**src/rtl/sad_row_sequencer.sv**
```systemverilog
// Row sequencer for the horizontal sub-pel SAD datapath: fetches filter/reference rows,
// accumulates five per-row SADs and reports the best position. Optional macro: SAD_EARLY_TERM_EN.
module sad_row_sequencer #(
    parameter int ADDR_W = 10
) (
    input  logic              clk,
    input  logic              rst,
    input  logic              start,
    input  logic [ADDR_W-1:0] filt_base,
    input  logic [ADDR_W-1:0] ref_base,
    input  logic [15:0]       sad_limit,
    output logic              rd_en,
    output logic [ADDR_W-1:0] rd_addr,
    input  logic [63:0]       rd_data,
    output logic [63:0]       filter_pix,
    output logic [63:0]       ref_pix,
    output logic              input_ready,
    input  logic [64:0]       sad,
    output logic              busy,
    output logic              done,
    output logic [2:0]        best_idx,
    output logic [15:0]       best_sad,
    output logic              early_term
);

    typedef enum logic [2:0] {
        S_IDLE,
        S_RD_FILT,
        S_RD_REF,
        S_LATCH,
        S_ISSUE,
        S_DONE
    } state_t;

    state_t            state_reg, state_next;
    logic [2:0]        row_reg;
    logic [ADDR_W-1:0] filt_base_reg, ref_base_reg;
    logic [63:0]       filter_pix_reg, ref_pix_reg;
    logic [15:0]       acc_reg [5];
    logic [15:0]       acc_upd [5];
    logic [2:0]        best_idx_reg;
    logic [15:0]       best_sad_reg;
    logic              early_term_reg;
    logic [15:0]       min_val;
    logic [2:0]        min_idx;
    logic              stop_early;
    logic              start_accept;

    assign start_accept = (state_reg == S_IDLE) && start;

    // Five accumulators; 8 rows of 13-bit fields fit in 16 bits, so no saturation.
    for (genvar gi = 0; gi < 5; gi++) begin : g_acc
        assign acc_upd[gi] = acc_reg[gi] + 16'(sad[13*gi +: 13]);

        always_ff @(posedge clk) begin
            if (rst || start_accept) begin
                acc_reg[gi] <= '0;
            end else if (state_reg == S_ISSUE) begin
                acc_reg[gi] <= acc_upd[gi];
            end
        end
    end

    // Minimum of the post-update sums; full-pel (field 2) wins any tie it is part of.
    always_comb begin
        min_val = acc_upd[0];
        min_idx = 3'd0;
        for (int k = 1; k < 5; k++) begin
            if (acc_upd[k] < min_val) begin
                min_val = acc_upd[k];
                min_idx = 3'(k);
            end
        end
        if (acc_upd[2] == min_val) begin
            min_idx = 3'd2;
        end
    end

`ifdef SAD_EARLY_TERM_EN
    assign stop_early = (min_val > sad_limit);
`else
    logic unused_sad_limit;
    assign unused_sad_limit = ^sad_limit;
    assign stop_early       = 1'b0;
`endif

    always_comb begin
        state_next = state_reg;
        case (state_reg)
            S_IDLE:    if (start) state_next = S_RD_FILT;
            S_RD_FILT: state_next = S_RD_REF;
            S_RD_REF:  state_next = S_LATCH;
            S_LATCH:   state_next = S_ISSUE;
            S_ISSUE:   state_next = (row_reg == 3'd7 || stop_early) ? S_DONE : S_RD_FILT;
            S_DONE:    state_next = S_IDLE;
            default:   state_next = S_IDLE;
        endcase
    end

    always_ff @(posedge clk) begin
        if (rst) begin
            state_reg      <= S_IDLE;
            row_reg        <= '0;
            filt_base_reg  <= '0;
            ref_base_reg   <= '0;
            filter_pix_reg <= '0;
            ref_pix_reg    <= '0;
            best_idx_reg   <= '0;
            best_sad_reg   <= '0;
            early_term_reg <= 1'b0;
        end else begin
            state_reg <= state_next;
            case (state_reg)
                S_IDLE: begin
                    if (start) begin
                        row_reg        <= '0;
                        filt_base_reg  <= filt_base;
                        ref_base_reg   <= ref_base;
                        best_idx_reg   <= '0;
                        best_sad_reg   <= '0;
                        early_term_reg <= 1'b0;
                    end
                end
                S_RD_REF: filter_pix_reg <= rd_data;
                S_LATCH:  ref_pix_reg    <= rd_data;
                S_ISSUE: begin
                    row_reg <= row_reg + 3'd1;
                    if (state_next == S_DONE) begin
                        best_idx_reg   <= min_idx;
                        best_sad_reg   <= min_val;
                        early_term_reg <= stop_early;
                    end
                end
                default: ;
            endcase
        end
    end

    // Address is forced to zero outside the two read states so idle outputs are all 0.
    always_comb begin
        rd_en   = 1'b0;
        rd_addr = '0;
        if (state_reg == S_RD_FILT) begin
            rd_en   = 1'b1;
            rd_addr = filt_base_reg + ADDR_W'(row_reg);
        end else if (state_reg == S_RD_REF) begin
            rd_en   = 1'b1;
            rd_addr = ref_base_reg + ADDR_W'(row_reg);
        end
    end

    assign filter_pix  = filter_pix_reg;
    assign ref_pix     = ref_pix_reg;
    assign input_ready = (state_reg == S_ISSUE);
    assign busy        = (state_reg == S_RD_FILT) || (state_reg == S_RD_REF) ||
                         (state_reg == S_LATCH)   || (state_reg == S_ISSUE);
    assign done        = (state_reg == S_DONE);
    assign best_idx    = best_idx_reg;
    assign best_sad    = best_sad_reg;
    assign early_term  = early_term_reg;

endmodule
```
**config.mk**
```make
export PLATFORM = sky130hd
export DESIGN_NAME = sad_row_sequencer
export DESIGN_NICKNAME = d
export VERILOG_FILES = /design/src/rtl/sad_row_sequencer.sv
export SDC_FILE = /design/constraint.sdc
export NUM_CORES = 1
export LEC_CHECK = 0
export ABC_CLOCK_PERIOD_IN_PS = 12000
export BUFFER_PORTS_ARGS = -buffer_cell sky130_fd_sc_hd__buf_2
export CAP_MARGIN = 40
export CORE_ASPECT_RATIO = 0.75
export CORE_UTILIZATION = 40
export CTS_CLUSTER_DIAMETER = 100
export DETAILED_ROUTE_END_ITERATION = 10
export GPL_TIMING_DRIVEN = 0
export SYNTH_ARGS = -nofsm -noshare
export SYNTH_HDL_FRONTEND = slang
export SYNTH_SLANG_ARGS = --single-unit
```
**constraint.sdc**
```tcl
create_clock -name clk -period 12 [get_ports clk]
set_input_delay 0.6 -clock clk [delete_from_list [all_inputs] [get_ports clk]]
set_output_delay 0.6 -clock clk [all_outputs]
set_load 0.01 [all_outputs]
```
==> key figures <==
Synth
  – FFs w/ async S/R, synth: 0%
  – Sequential area share after synthesis: 39.6%
  – #FFs+latches synth: 253
  – Cell with the most instances after synthesis: nand2_1
  – Synth Instances: 1,741
  – Synth unique cells: 80
  – Number of synthesized flops with an enable pin: 80
  – Ys flop type: dfxtp_1
  – Synth area leaders: dfxtp_1 (23%), edfxtp_1 (16%), ha_1 (11%), nand2_1 (9.0%), a21oi_1 (8.2%)
  – Ys Warns: 0
  – Mean Syn Cell Area: 8.50 um^2
  – Post-synth top area share: 23.4%
  – Syn_nets: 2,045
  – Top post-synthesis cells by count: nand2_1 (354), a21oi_1 (242), dfxtp_1 (173)
  – Dominant cell type by area after synthesis: dfxtp_1
  – Post-Syn Area: 0.0148 mm^2

STA
  – Crit path time final: 11.68 ns
  – Fin. max-slew vios: 0
  – Period utilisation layout: 97.3%
  – Skew final: 0.0338 ns
  – Setup-failing EPs final: 0
  – Final Hold Fails: 0
  – Slew headroom: 50.0%
  – Worst-Margin Slew: 0.748 ns
  – Achievable Freq: 85.6 MHz

Worst setup path
  – Reg-to-Reg Start: acc_reg[1][0]$_SDFFCE_PN0P_
  – Reg2reg end: best_idx[2]$_SDFFE_PP0P_
  – Crit path capture: best_idx[2]$_SDFFE_PP0P_
  – Worst Setup End Kind: flop
  – Max FO, Critical Path: 10
  – Reg2reg path depth: 57
  – CP delay by family, top: compound AO/OA/AOI/OAI gates
  – WP data arrival: 12.14 ns
  – R2R Setup Slk: 0.32 ns
  – Setup crit start: acc_reg[1][0]$_SDFFCE_PN0P_
  – Max stage delay on crit path: 0.43 ns
  – Critical Path RT: 12.46 ns
  – Critical path class: flop to flop
  – Setup crit start kind: flop
  – CP Buf/Inv Count: 11
  – CP max-delay cell: edfxtp_1
  – Most used cell along the critical path: a21o_1
  – WP depth: 57

Route
  – Metal-1 WL: 23,300 um
  – Drt pass-1 iters: 5
  – ANT nets after route: 0
  – # DRC: 0
  – Vias: 14,000
  – Initial DRC Count: 884
  – Wire per inst: 18.5 um
  – Via density: 5.33
  – Final wirelength: 48,600 um
  – Met3 Wirelength: 3030 um
  – Top layer in use: met4
  – Met2 routed wirelength: 20,800 um

Floorplanning
  – Area of the die: 0.0378 mm^2
  – Chip height: 169 um
  – I/O pin total: 330
  – Initial Util: 41.0%
  – Die X: 224 um
  – Num rows: 60
  – Core ar.: 0.0361 mm^2

GRT
  – GRT Resource Usage Total: 24.7%
  – Vias in the first global route: 13,000
  – Global route overflow: 0
  – Initial antenna violation count: 0
  – Largest net degree at the start of global routing: 62
  – First-pass GRT wire length: 72,900 um

Cells and area
  – Area grow syn2layout: 24.5%
  – Max reg flops: 80
  – Filler instances: 3,545
  – Post-Layout Inst Area: 0.0184 mm^2
  – Layout cell share with drive strength beyond 1: 21.6%
  – Register area: 0.00587 mm^2
  – Layout Nets: 2,411
  – Fin cells: 2,624
  – Area of the multi-input gates: 0.00854 mm^2
  – Antenna diode count: 0

Placed design
  – Post-Place Cells: 2,550
  – Hpwl dp: 38,200 um
  – Post-DP Area: 0.0170 mm^2
  – Final RePlAce weighted congestion: 0.928
  – IO Port Bufs: 312

Clocking
  – Clock Tree Buf Depth: 3
  – Clk sinks: 253
  – Root Driver: clkbuf_16
  – CTS tree: done
  – Clock transition at path regs: 0.06 ns
  – Hold Buf Count CTS: 0
  – Clock buffer count from CTS: 28
  – Worst-Skew Late Latency: 0.57 ns
  – CTS HTree Levels: 1

Job
  – Max Cap Violations: 0

Pwr
  – Max rail drop VDD: 107 uV
  – PwrDens: 171 mW/mm^2
  – P_leak: 8.17 nW

Min path
  – Min-Delay Path Class: primary input to flop

Outcome
  – Status: completed
==> final cells by class <==
class	count	share of cell area, %
Inverter	84	1.73
Clock inverter	9	0.292
Multi-Input combinational cell	1322	46.4
Clock buffer	42	4.61
Buffer	82	2.13
Sequential cell	253	31.9
Tap cell	496	3.37
Timing Repair Buffer	336	9.62
==> worst min-delay path by stage <==
stage                                          endpoint  cells past startpoint                          start  slack, ns
after floorplan           filt_base_reg[0]$_SDFFE_PP0P_                      2  filt_base_reg[0]$_SDFFE_PP0P_       0.44
after CTS                   filter_pix[20]$_SDFFE_PP0P_                      3                    rd_data[20]       0.25
after detailed placement       ref_pix[49]$_SDFFE_PP0N_                      2       ref_pix[49]$_SDFFE_PP0N_       0.44
final                       filter_pix[20]$_SDFFE_PP0P_                      3                    rd_data[20]       0.28
after global placement         ref_pix[53]$_SDFFE_PP0N_                      2       ref_pix[53]$_SDFFE_PP0N_       0.44
after global routing        filter_pix[20]$_SDFFE_PP0P_                      3                    rd_data[20]       0.26
==> routing by layer <==
layer / track usage (%) / vias to the layer above
met4: 7.42 / 0
li1: - / 6806
met5: 0 / -
met3: 3.91 / 92
met2: 37.3 / 442
met1: 36.0 / 6634
==> worst reg2reg max path, delay by kind of cell (launching register included) <==
| kind | cells | cell delay, ns |
|---|---|---|
| buffers and inverters | 11 | 1.49 |
| muxes | 3 | 0.87 |
| DFF | 1 | 0.43 |
| AOI/OAI and AO/OA | 28 | 5.50 |
| adders and majority gates | 6 | 1.53 |
| and+or+nand+nor | 8 | 1.51 |
| xor gates and xnor gates | 1 | 0.29 |
==> power breakdown <==
part	leakage (nW)	internal [W]	switching, W
sequential	2.27	0.000924	0.0000208
combinational	5.44	0.000551	0.000795
clock	0.454	0.000489	0.000363
==> per-stage QoR <==
step	util, %	setup TNS [ns]	hold slack, ns	worst slack (ns)	total power [W]
final	51.0	0	0.275	0.320	0.00314
after global routing	51.0	-0.540	0.261	-0.184	0.00331
after CTS	49.9	0	0.254	0.0249	0.00300
after detailed placement	47.1	-16.35	0.443	-1.52	0.00210
after global placement	47.0	-13.58	0.439	-1.38	0.00208
after floorplan	-	0	0.440	0.963	0.00175
==> kinds of logic after synthesis <==
group,Yosys count,synth area share [%]
adder cells (fa/ha/maj),138,12.0
AO/OA/AOI/OAI,444,18.2
multiplexers,34,2.49
AND/OR/NAND/NOR,621,18.1
XOR/XNOR,84,5.02
buffers and inverters,166,4.43
flip-flops,253,39.6
other,1,0.0253
==> cells in the final DEF, fill, tap and decap left out, drive strengths merged, types with 11 or more instances in the layout <==
master and n:
o21ai 39, a21oi 244, xnor2 49, nand3 19
o21bai 13, o22ai 11, nand4 15, clkbuf 106
nor2b 13, dfxtp 173, ha 129, nand2 354
and2 33, mux2i 24, buf 354, nor2 117
nor3 26, edfxtp 80, and3 14, a21o 38
inv 88, xor2 35, a211oi 20
==> what timing repair did <==
action	in CTS	in global routing
pin swaps	7	29
endpoints found under the setup margin	19	19
buffers inserted	5	17
gates cloned	0	1
gates resized for setup	21	59
(Power assumes the default switching activity.)
